--- config.mk ---
export PLATFORM = sky130hd
export DESIGN_NAME = mem_responder
export DESIGN_NICKNAME = d
export VERILOG_FILES = /design/src/rtl/mem_responder_pkg.sv /design/src/rtl/mem_responder_mem_array.sv /design/src/rtl/mem_responder.sv
export SDC_FILE = /design/constraint.sdc
export NUM_CORES = 1
export LEC_CHECK = 0
export ABC_AREA = 0
export CAP_MARGIN = 15
export CORE_MARGIN = 5
export CORE_UTILIZATION = 55
export DETAILED_ROUTE_END_ITERATION = 7
export MAX_ROUTING_LAYER = met4
export PLACE_DENSITY_LB_ADDON = 0.25
export SKIP_CTS_REPAIR_TIMING = 1
export SYNTH_ARGS = -nofsm -noshare
export SYNTH_HDL_FRONTEND = slang
export SYNTH_SLANG_ARGS = --single-unit
export TNS_END_PERCENT = 5
--- constraint.sdc ---
create_clock -name clk -period 2.35 [get_ports clk]
set_input_delay 0.47 -clock clk [delete_from_list [all_inputs] [get_ports clk]]
set_output_delay 0.47 -clock clk [all_outputs]
set_load 0.01 [all_outputs]
--- src/rtl/mem_responder_pkg.sv ---
// mem_responder_pkg: shared FSM state type and default wait-state count for mem_responder.
package mem_responder_pkg;
    typedef enum logic [1:0] {IDLE, WAIT, ACCESS, DONE} resp_state_t;
    localparam int DEF_WAIT_STATES = 2;
endpackage

--- src/rtl/mem_responder_mem_array.sv ---
// mem_array: word storage with synchronous write and registered, resettable read port.
module mem_array #(
    parameter int AWIDTH = 5,
    parameter int WIDTH  = 8
) (
    input  logic              clk,
    input  logic              rst_,
    input  logic              we,
    input  logic              re,
    input  logic [AWIDTH-1:0] addr,
    input  logic [WIDTH-1:0]  wdata,
    output logic [WIDTH-1:0]  rdata
);
    logic [WIDTH-1:0] mem [2**AWIDTH];

    always_ff @(posedge clk)
        if (we) mem[addr] <= wdata;

    always_ff @(posedge clk or negedge rst_)
        if (!rst_) rdata <= '0;
        else if (re) rdata <= mem[addr];
endmodule

--- src/rtl/mem_responder.sv ---
// mem_responder: edge-triggered memory responder with wait states and collision/overlap error pulses.
// Defining MEM_PARITY_EN adds an even-parity bit per word and a read parity_err pulse.
module mem_responder
    import mem_responder_pkg::*;
#(
    parameter int WAIT_STATES = DEF_WAIT_STATES,
    parameter int AWIDTH      = 5,
    parameter int DWIDTH      = 8
) (
    input  logic              clk,
    input  logic              rst_,
    input  logic              mem_rd,
    input  logic              mem_wr,
    input  logic [AWIDTH-1:0] addr,
    input  logic [DWIDTH-1:0] data_in,
    output logic [DWIDTH-1:0] data_out,
    output logic              ready,
    output logic              busy,
    output logic              err,
    output logic              parity_err
);
`ifdef MEM_PARITY_EN
    localparam int MW = DWIDTH + 1;
`else
    localparam int MW = DWIDTH;
`endif
    localparam logic [2:0] WS_M1 = (WAIT_STATES > 0) ? 3'(WAIT_STATES - 1) : 3'd0;

    resp_state_t       state, state_nx;
    logic [2:0]        cnt;
    logic              rd_q, wr_q, op_rd;
    logic [AWIDTH-1:0] addr_q;
    logic [DWIDTH-1:0] data_q;
    logic [MW-1:0]     wdata, rdata;
    logic              rd_edge, wr_edge, start;

    assign rd_edge = mem_rd & ~rd_q;
    assign wr_edge = mem_wr & ~wr_q;
    assign start   = (state == IDLE) && (rd_edge ^ wr_edge);

    always_ff @(posedge clk or negedge rst_)
        if (!rst_) state <= IDLE;
        else state <= state_nx;

    always_comb begin
        state_nx = state;
        case (state)
            IDLE:   if (start) state_nx = (WAIT_STATES > 0) ? WAIT : ACCESS;
            WAIT:   if (cnt == 3'd0) state_nx = ACCESS;
            ACCESS: state_nx = DONE;
            DONE:   state_nx = IDLE;
        endcase
    end

    always_comb begin
        busy  = state != IDLE;
        ready = state == DONE;
`ifdef MEM_PARITY_EN
        parity_err = ready && op_rd && (^rdata);
`else
        parity_err = 1'b0;
`endif
    end

    // Edges while busy, or both strobes together in IDLE, are rejected with err.
    always_ff @(posedge clk or negedge rst_)
        if (!rst_) begin
            rd_q   <= 1'b0;
            wr_q   <= 1'b0;
            err    <= 1'b0;
            cnt    <= 3'd0;
            op_rd  <= 1'b0;
            addr_q <= '0;
            data_q <= '0;
        end else begin
            rd_q <= mem_rd;
            wr_q <= mem_wr;
            err  <= (state == IDLE) ? (rd_edge & wr_edge) : (rd_edge | wr_edge);
            if (start) begin
                addr_q <= addr;
                data_q <= data_in;
                op_rd  <= rd_edge;
                cnt    <= WS_M1;
            end else if (state == WAIT && cnt != 3'd0) begin
                cnt <= cnt - 3'd1;
            end
        end

`ifdef MEM_PARITY_EN
    assign wdata = {^data_q, data_q};
`else
    assign wdata = data_q;
`endif
    assign data_out = rdata[DWIDTH-1:0];

    mem_array #(.AWIDTH(AWIDTH), .WIDTH(MW)) u_array (
        .clk   (clk),
        .rst_  (rst_),
        .we    (state == ACCESS && !op_rd),
        .re    (state == ACCESS && op_rd),
        .addr  (addr_q),
        .wdata (wdata),
        .rdata (rdata)
    );
endmodule
==> After elaboration in Yosys (flattened, before gate mapping) <==
Memories as Yosys holds them, arrays and structs flattened. A register that Yosys moved wholly into a read port is not among the register bits.
Cells that the tools add are included.
{ "totals": {"output_inout_bits": 12, "elab_cells": 42, "in_bits": 17, "n_memories": 1, "register_bits": 22, "ramBits": 256} }
{ "classes": {"bitwise": 7, "reduce_logical": 12, "mux": 8, "n_eq_ne": 5, "n_addsub": 1} }
{ "mem_list": {"columns": ["name", "words", "width", "rd", "rd_clocked_by_memory_dff", "write_ports", "line", "rtl"], "rows": [
  ["u_array.mem", 32, 8, 1, 1, 1, "mem_responder_mem_array.sv:14", "logic [WIDTH-1:0] mem [2**AWIDTH];"]
]} }
{ "op_table": {"columns": ["op", "count"], "rows": [
  ["one-hot mux 2 bit (4 select lines)", 1],
  ["two-way mux 3 bit", 2],
  ["equality test 2 bit (second input constant)", 2],
  ["logical AND 1 bit", 4],
  ["two-way mux 2 bit", 2],
  ["!= test 2 bit (second input constant)", 2],
  ["nonzero test 2 bit", 2],
  ["bitwise AND 1 bit", 3],
  ["zero test 3 bit", 1],
  ["two-way mux 1 bit", 3],
  ["nonzero test 3 bit", 1],
  ["subtractor 3 x 1 -> 3 bit (second input constant)", 1],
  ["equality test 2 x 1 -> 1 bit (second input constant)", 1],
  ["zero test 1 bit", 2],
  ["zero test 2 bit", 1],
  ["inverter 1 bit", 2],
  ["AND reduction 2 bit", 1],
  ["OR 1 bit", 1],
  ["XOR 1 bit", 1]
]} }

==> Longest topological paths before layout <==
Gate-level depths: netlist of run 1.
{ "depth": {"ltp_word": 6, "depth_mapped": 8, "ltp_nobuf": 7} }

==> Hierarchy <==
A second synthesis of run 1 with hierarchy kept.
{ "unflattened": {"cells_unflattened": 638, "area_unflattened_um2": 11453.5} }
{ "modules_own_cells": {"columns": ["mod", "area_each_um2", "n_inst", "seq_area_each_um2", "cells_per_inst"], "rows": [
  ["mem_array", 10410.0, 1, 7887.6, 560],
  ["mem_responder", 1043.5, 1, 550.5, 78]
]} }

==> Worst setup path after synthesis of run 1 <==
OpenSTA, ideal clock, no wires.
{ "synth_path": {"kind": "flip-flop to flip-flop", "start": "register addr_q[1]", "end": "memory u_array.mem[9][0] (enable)", "period_less_slack_ps": 2405, "n_path_buf": 4, "path_stages_with_launch": 7, "t_required_ps": 1967, "arrival_time_ps": 2022, "setup_ps": 383, "setup_slack_ps": -55, "cell_sequence": "dfrtp_1 -> buf_6 -> buf_12 -> buf_6 -> or3b_2 -> buf_2 -> nor3_1"} }
{ "synth_rtl": {"columns": ["item", "line", "rtl"], "rows": [
  ["start: declaration", "mem_responder.sv:32", "logic [AWIDTH-1:0] addr_q;"],
  ["start signal: assignment", "mem_responder.sv:80", "addr_q <= addr;"],
  ["end: declaration", "mem_responder_mem_array.sv:14", null]
]} }
No word-level cell before the write port.

==> results of run 1 <==
[per-stage QoR]
stage	area [sq um]	cells
2_1_floorplan	11430	615
3_3_place_gp	12470	961
3_5_place_dp	12470	961
4_1_cts	13390	1010
5_1_grt	13430	1012
6_report	13430	1012
[metal layers]
layer / global-route usage / wire [um]
met5: - / 0
met4: 0.06560 / 749
met3: 0.03794 / 2092
met2: 0.3376 / 11980
met1: 0.3215 / 10880
[worst max-delay path, cell delays in order, from the launching register on]
cell and delay (ps):
sky130_fd_sc_hd__dfrtp_4 670, sky130_fd_sc_hd__buf_4 260, sky130_fd_sc_hd__buf_4 170, sky130_fd_sc_hd__mux2i_1 230
sky130_fd_sc_hd__o22ai_1 160, sky130_fd_sc_hd__nor4_1 460, sky130_fd_sc_hd__a31oi_1 150
[cell usage after synthesis, types with 6 or more instances]
library cell / number / area share
sky130_fd_sc_hd__mux2i_1: 46 / 0.040
sky130_fd_sc_hd__buf_6: 8 / 0.0079
sky130_fd_sc_hd__nand2_1: 16 / 0.0053
sky130_fd_sc_hd__clkbuf_1: 7 / 0.0023
sky130_fd_sc_hd__mux4_2: 39 / 0.077
sky130_fd_sc_hd__inv_1: 10 / 0.0033
sky130_fd_sc_hd__dfrtp_1: 30 / 0.066
sky130_fd_sc_hd__a31oi_1: 8 / 0.0044
sky130_fd_sc_hd__o21ai_0: 8 / 0.0035
sky130_fd_sc_hd__a22oi_1: 6 / 0.0039
sky130_fd_sc_hd__nand3_1: 6 / 0.0026
sky130_fd_sc_hd__edfxtp_1: 256 / 0.67
sky130_fd_sc_hd__mux2_2: 14 / 0.014
sky130_fd_sc_hd__ha_1: 8 / 0.0088
sky130_fd_sc_hd__o22ai_1: 14 / 0.0077
sky130_fd_sc_hd__nand2b_1: 7 / 0.0038
sky130_fd_sc_hd__nor2_1: 53 / 0.017
sky130_fd_sc_hd__buf_4: 7 / 0.0046
sky130_fd_sc_hd__buf_2: 9 / 0.0039
[registers in the layout (all words and copies together), names as in the netlist]
| register | count |
|---|---|
| cnt | 3 |
| addr_q | 5 |
| err | 1 |
| wr_q | 1 |
| data_q | 8 |
| state | 2 |
| u_array.mem | 256 |
| u_array.rdata | 8 |
| rd_q | 1 |
| op_rd | 1 |
[how the worst min path moves through the flow]
stage,from,end,cells after the start
finish,rst_,state[1],1
global route,rst_,state[1],1
CTS,rst_,state[1],1
detailed placement,data_q[5],data_q[5],1
global placement,data_q[3],data_q[3],1
floorplan,rst_,addr_q[0],0
[logic make-up (layout without fill, tap and decap cells)]
family	Yosys count	count (layout)	synth area share
flops	286	286	0.7383
simple gates	116	116	0.05102
mux	104	104	0.1424
compound gates	56	56	0.03383
buf+inv	42	169	0.02376
fa+ha+maj	8	8	0.008759
xor+xnor	2	2	0.001533
other cells	1	1	0.0003281
[power breakdown]
group	total, mW	internal (mW)	switching, mW
clock network	4.44	2.61	1.82
logic	5.10	2.25	2.85
registers	7.17	6.63	0.546
[layout make-up]
type	count	area, sq um	share of cell area
Inverter	10	37.54	0.002795
Timing Repair Buffer	110	940.9	0.07007
Clock buffer	35	758.2	0.05647
Sequential cell	286	8443	0.6288
Tap cell	270	337.8	0.02516
Clock inverter	14	162.7	0.01211
Multi-Input combinational cell	287	2748	0.2046
==> reports/metrics.json, run 1 <==
{
  "outcome": {"value": "finished with violations"},
  "violations_in_the_final_reports": {"value": "hold timing"},
  "timing.critical_path.fanout_max": {"value": 17},
  "timing.reg2reg.worst_path_depth": {"value": 6},
  "worstSetupPathType": {"value": "reg2reg"},
  "synth_enable_flop_cells": {"value": 256},
  "vdd.ir_drop.worst": {"value": 819.2, "unit": "uV"},
  "setup-tns-final": {"value": 0, "unit": "ps"},
  "die_width": {"value": 154.2, "unit": "um"},
  "critical_path.reg2reg.endpoint": {"value": "u_array.rdata[2]"},
  "clock_insertion_delay_at_the_later_pin_of_the_skew_report": {"value": 530, "unit": "ps"},
  "synth_fp_nets": {"value": 640},
  "portBuffers": {"value": 27},
  "post_route_cells_drive_above_1_share": {"value": 0.2642},
  "synth_top_flop_cell": {"value": "sky130_fd_sc_hd__edfxtp_1"},
  "dp_wirelength": {"value": 16.79, "unit": "mm"},
  "grt_use_total": {"value": 0.2243},
  "synth-async-reset-ratio": {"value": 0.1049},
  "insertedDiodeCount": {"value": 0},
  "globalRoute.totalOverflow": {"value": 0},
  "core.rowCount": {"value": 52},
  "report.final.slew_viol_count": {"value": 0},
  "p_leak": {"value": 4.634, "unit": "nW"},
  "fillCellCount": {"value": 1354},
  "clock_root_buffer_master": {"value": "sky130_fd_sc_hd__clkbuf_16"},
  "grt_pass1_wl": {"value": 38.92, "unit": "mm"},
  "vias": {"value": 6146},
  "pre_cts_slack": {"value": 41.30, "unit": "ps"},
  "clkTransAtPathRegs": {"value": 60, "unit": "ps"},
  "slew_headroom": {"value": 0.2487},
  "ant_nets": {"value": 0},
  "clock_tree_from_tritoncts": {"value": "yes"},
  "yosys_warnings": {"value": 0},
  "route.detailed.wl_per_inst": {"value": 25.40, "unit": "um"},
  "detail_route.first_pass.iterations": {"value": 5},
  "drc_violations_left": {"value": 0},
  "drt_iter0_markers": {"value": 557},
  "clock_path_buffers": {"value": 3},
  "core_region_area": {"value": 20360, "unit": "sq um"},
  "globalplace.congestion": {"value": 0.9634},
  "floorplan.initialDensity": {"value": 0.5612},
  "die_height": {"value": 154.2, "unit": "um"},
  "timing_worst_slew_pin_value": {"value": 1127, "unit": "ps"},
  "grt_max_degree": {"value": 34},
  "layout.cells.most_common": {"value": "sky130_fd_sc_hd__edfxtp_1"},
  "setup-violations-final": {"value": 0},
  "most-common-layout-cells": {"value": "sky130_fd_sc_hd__edfxtp_1 (256), sky130_fd_sc_hd__buf_4 (79), sky130_fd_sc_hd__nor2_1 (53)"},
  "fin_worst_skew": {"value": 10.76, "unit": "ps"},
  "first_global_vias": {"value": 6306},
  "design.die.area": {"value": 23760, "unit": "sq um"},
  "min_path_type": {"value": "in2async"},
  "final.min_clock_period": {"value": 2261, "unit": "ps"},
  "seq_area_frac_synth": {"value": 0.7383},
  "regToRegStartpoint": {"value": "addr_q[1]"},
  "fmax": {"value": 0.4423, "unit": "GHz"},
  "number_of_buffers_created_by_cts": {"value": 28},
  "drv_cap": {"value": 0},
  "crit_path_start": {"value": "addr_q[1]"},
  "postRouteWirelength": {"value": 25.70, "unit": "mm"},
  "netlist_instances": {"value": 615},
  "grt_antenna_before_repair": {"value": 0},
  "yosysUniqueCellTypes": {"value": 51},
  "number_of_nets_in_the_final_layout": {"value": 748},
  "endpoint_arrival_time_on_the_critical_path": {"value": 2650, "unit": "ps"},
  "power.density_cell_area": {"value": 1244, "unit": "nW/um^2"},
  "area.growth.synth_to_final": {"value": 17.50, "unit": "%"},
  "synth.cell_area": {"value": 11430, "unit": "sq um"},
  "setup.worst_path.start_class": {"value": "flip-flop"},
  "regToRegSetupSlack": {"value": 90, "unit": "ps"},
  "worstSetupEndpointType": {"value": "flip-flop"},
  "finalHoldViolations": {"value": 24},
  "power.total": {"value": 16.71, "unit": "mW"},
  "final_core_utilization": {"value": 0.6594},
  "worst_path_required": {"value": 2740, "unit": "ps"},
  "pin_count": {"value": 29},
  "drt-vias-per-instance": {"value": 6.073},
  "clkSinkCount": {"value": 286},
  "fin_worst_hold_slack": {"value": -20.26, "unit": "ps"},
  "finalCritPeriodShare": {"value": 0.9621},
  "syn_area_per_cell": {"value": 18.58, "unit": "sq um"},
  "yosys_register_bits": {"value": 286},
  "setup_slack": {"value": 88.97, "unit": "ps"},
  "h-tree-depth": {"value": 1},
  "worstSetupEndpoint": {"value": "u_array.rdata[2]"}
}
No activity file was read; power rests on OpenSTA's default activity.
==> run 2, diff against run 1 <==
--- a/config.mk
+++ b/config.mk
@@ -10,8 +10,10 @@
 export CORE_MARGIN = 5
 export CORE_UTILIZATION = 55
 export DETAILED_ROUTE_END_ITERATION = 7
+export GPL_TIMING_DRIVEN = 0
 export MAX_ROUTING_LAYER = met4
 export PLACE_DENSITY_LB_ADDON = 0.25
+export RECOVER_POWER = 50
 export SKIP_CTS_REPAIR_TIMING = 1
 export SYNTH_ARGS = -nofsm -noshare
 export SYNTH_HDL_FRONTEND = slang
==> reports/metrics.json, run 2 (synthesis results as in run 1) <==
{
  "worstSetupPathType": {"value": "reg2reg"},
  "grt_max_degree": {"value": 34, "change": "unchanged"},
  "sequentialPowerShare": {"value": 0.441, "change": "+0.012"},
  "worst_path_required": {"value": 2600, "unit": "ps", "change": "-140 ps"},
  "fin_worst_skew": {"value": 11.00, "unit": "ps", "change": "+0.2382 ps"},
  "power.share.combinational": {"value": 0.290, "change": "-0.015"},
  "area.growth.synth_to_final": {"value": 17.89, "unit": "%"},
  "portBuffers": {"value": 27, "change": "unchanged"},
  "postRouteWirelength": {"value": 26.57, "unit": "mm", "change": "+3.4%"},
  "timing.reg2reg.worst_path_depth": {"value": 7, "change": "+1"},
  "clock_insertion_delay_at_the_later_pin_of_the_skew_report": {"value": 540, "unit": "ps", "change": "about the same"},
  "report.final.slew_viol_count": {"value": 31, "change": "+31"},
  "power.density_cell_area": {"value": 1266, "unit": "nW/um^2", "change": "+1.8%"},
  "grt_antenna_before_repair": {"value": 0, "change": "unchanged"},
  "clock_root_buffer_master": {"value": "sky130_fd_sc_hd__clkbuf_16"},
  "dp_wirelength": {"value": 16.87, "unit": "mm", "change": "+0.51%"},
  "multi_input_comb_area": {"value": 3043, "unit": "sq um", "change": "+11%"},
  "p_leak": {"value": 4.504, "unit": "nW", "change": "-2.8%"},
  "max_flop_register": {"value": "u_array.mem"},
  "ant_nets": {"value": 0, "change": "unchanged"},
  "clkTransAtPathRegs": {"value": 60, "unit": "ps", "change": "about the same"},
  "globalplace.congestion": {"value": 0.9113, "change": "-5.4%"},
  "pwr-share-clk": {"value": 0.269, "change": "+0.003"},
  "setup-violations-final": {"value": 0, "change": "unchanged"},
  "finalHoldViolations": {"value": 0, "change": "-100%"},
  "h-tree-depth": {"value": 1, "change": "unchanged"},
  "core.rowCount": {"value": 52, "change": "unchanged"},
  "power.switching_fraction": {"value": 0.3269, "change": "+0.01465"},
  "setup_slack": {"value": 28.26, "unit": "ps", "change": "-60.71 ps"},
  "violations_in_the_final_reports": {"value": "capacitance limit, slew limit"},
  "power.total": {"value": 17.06, "unit": "mW", "change": "+2.1%"},
  "area.sequential": {"value": 8439, "unit": "sq um", "change": "about the same"},
  "number_of_nets_in_the_final_layout": {"value": 706, "change": "-5.6%"},
  "fmax": {"value": 0.4307, "unit": "GHz", "change": "-2.6%"},
  "core_region_area": {"value": 20360, "unit": "sq um", "change": "unchanged"},
  "die_width": {"value": 154.2, "unit": "um", "change": "unchanged"},
  "clock_tree_from_tritoncts": {"value": "yes"},
  "pin_count": {"value": 29, "change": "unchanged"},
  "timing_worst_slew_pin_value": {"value": 1955, "unit": "ps", "change": "+828.3 ps"},
  "route.detailed.wl_per_inst": {"value": 27.31, "unit": "um", "change": "+7.5%"},
  "drt-vias-per-instance": {"value": 6.363, "change": "+4.8%"},
  "slew_headroom": {"value": -0.3035, "change": "-0.5522"},
  "post_route_cells_drive_above_1_share": {"value": 0.2678, "change": "+0.003655"},
  "floorplan.initialDensity": {"value": 0.5612, "change": "unchanged"},
  "detail_route.first_pass.iterations": {"value": 5, "change": "unchanged"},
  "min_path_type": {"value": "in2reg"},
  "die_height": {"value": 154.2, "unit": "um", "change": "unchanged"},
  "most-common-layout-cells": {"value": "sky130_fd_sc_hd__edfxtp_1 (256), sky130_fd_sc_hd__mux2i_1 (45), sky130_fd_sc_hd__mux4_2 (39)"},
  "pre_cts_slack": {"value": -692.1, "unit": "ps", "change": "-733.4 ps"},
  "finalCritPeriodShare": {"value": 0.9880, "change": "+0.02583"},
  "endpoint_arrival_time_on_the_critical_path": {"value": 2570, "unit": "ps", "change": "-80 ps"},
  "first_global_vias": {"value": 6198, "change": "-1.7%"},
  "drc_violations_left": {"value": 0, "change": "unchanged"},
  "vias": {"value": 6191, "change": "+0.73%"},
  "fillCellCount": {"value": 1338, "change": "-1.2%"},
  "final.min_clock_period": {"value": 2322, "unit": "ps", "change": "+60.71 ps"},
  "grt_use_total": {"value": 0.2293, "change": "+0.005013"},
  "setup.worst_path.start_class": {"value": "flip-flop"},
  "largest_register_ffs": {"value": 256, "change": "unchanged"},
  "timing.critical_path.fanout_max": {"value": 8, "change": "-9"},
  "grt_pass1_wl": {"value": 39.46, "unit": "mm", "change": "+1.4%"},
  "vdd.ir_drop.worst": {"value": 940.2, "unit": "uV", "change": "+15%"},
  "layout.cells.most_common": {"value": "sky130_fd_sc_hd__edfxtp_1"},
  "number_of_buffers_created_by_cts": {"value": 28, "change": "unchanged"},
  "globalRoute.totalOverflow": {"value": 0, "change": "unchanged"},
  "switching_power_total": {"value": 5.578, "unit": "mW", "change": "+6.9%"},
  "worstSetupEndpointType": {"value": "flip-flop"},
  "design.die.area": {"value": 23760, "unit": "sq um", "change": "unchanged"},
  "whs_path_depth": {"value": 1},
  "drv_cap": {"value": 1, "change": "+1"},
  "clkSinkCount": {"value": 286, "change": "unchanged"},
  "clock_path_buffers": {"value": 3, "change": "unchanged"},
  "largest_registers": {"value": "u_array.mem x256, data_q x8, u_array.rdata x8"},
  "drt_iter0_markers": {"value": 682, "change": "+22%"},
  "power.internal": {"value": 11.48, "unit": "mW", "change": "about the same"},
  "outcome": {"value": "finished with violations"}
}
==> run 2: through the flow <==
stage	cells	cell area [sq um]	utilization	setup TNS, ps	hold WS [ps]
floorplan	615	11430	-	0	174.4
global placement	912	12040	0.5913	-121960	505.6
detailed placement	915	12070	0.5926	-121060	491.1
CTS	966	13020	0.6393	-122600	33.09
global route	972	13470	0.6615	-308.0	379.0
finish	973	13470	0.6616	0	392.2
==> run 2: path summary, 6_finish.rpt <==
check | start | to | slack (ps)
setup / recovery | state[0] | u_array.mem[9][6] | 30
hold / removal | mem_wr | wr_q | 390
setup reg to reg | state[0] | u_array.mem[9][6] | 30
hold reg to reg | u_array.rdata[1] | u_array.rdata[1] | 500
max in group asynchronous | rst_ | addr_q[0] | 600
min in group asynchronous | rst_ | cnt[2] | 470
==> run 2: routing by layer <==
metal	vias up	global-route usage	share of wire
li1	2607	-	-
met1	3154	0.3194	0.40
met2	360	0.3542	0.48
met3	70	0.03991	0.089
met4	0	0.06728	0.036
met5	-	-	0
==> run 2: layout make-up <==
class	count	area share
inverter	10	0.002786
clock inverter	16	0.01356
clock buffer	35	0.05702
antenna	1	0.0001857
tap	270	0.02507
sequential	286	0.6264
timing repair buffer	37	0.02962
buffer	31	0.01950
multi-input combinational	287	0.2259
==> run 2: critical path, cell delays in order (launching register included) <==
cell and delay [ps]:
sky130_fd_sc_hd__dfrtp_1 420, sky130_fd_sc_hd__inv_1 150, sky130_fd_sc_hd__ha_4 200, sky130_fd_sc_hd__nand2b_1 130
sky130_fd_sc_hd__or3b_2 460, sky130_fd_sc_hd__buf_4 230, sky130_fd_sc_hd__nor3_4 220, sky130_fd_sc_hd__buf_4 210
==> run 2: power groups by stage <==
stage               Sequential (mW)  Clock [mW]  Combinational, mW
global route                   7.62        4.88               5.21
global placement               7.55           0               4.37
detailed placement             7.63           0               4.46
floorplan                      7.22           0               3.01
finish                         7.53        4.58               4.95
CTS                            7.53        4.63               4.49
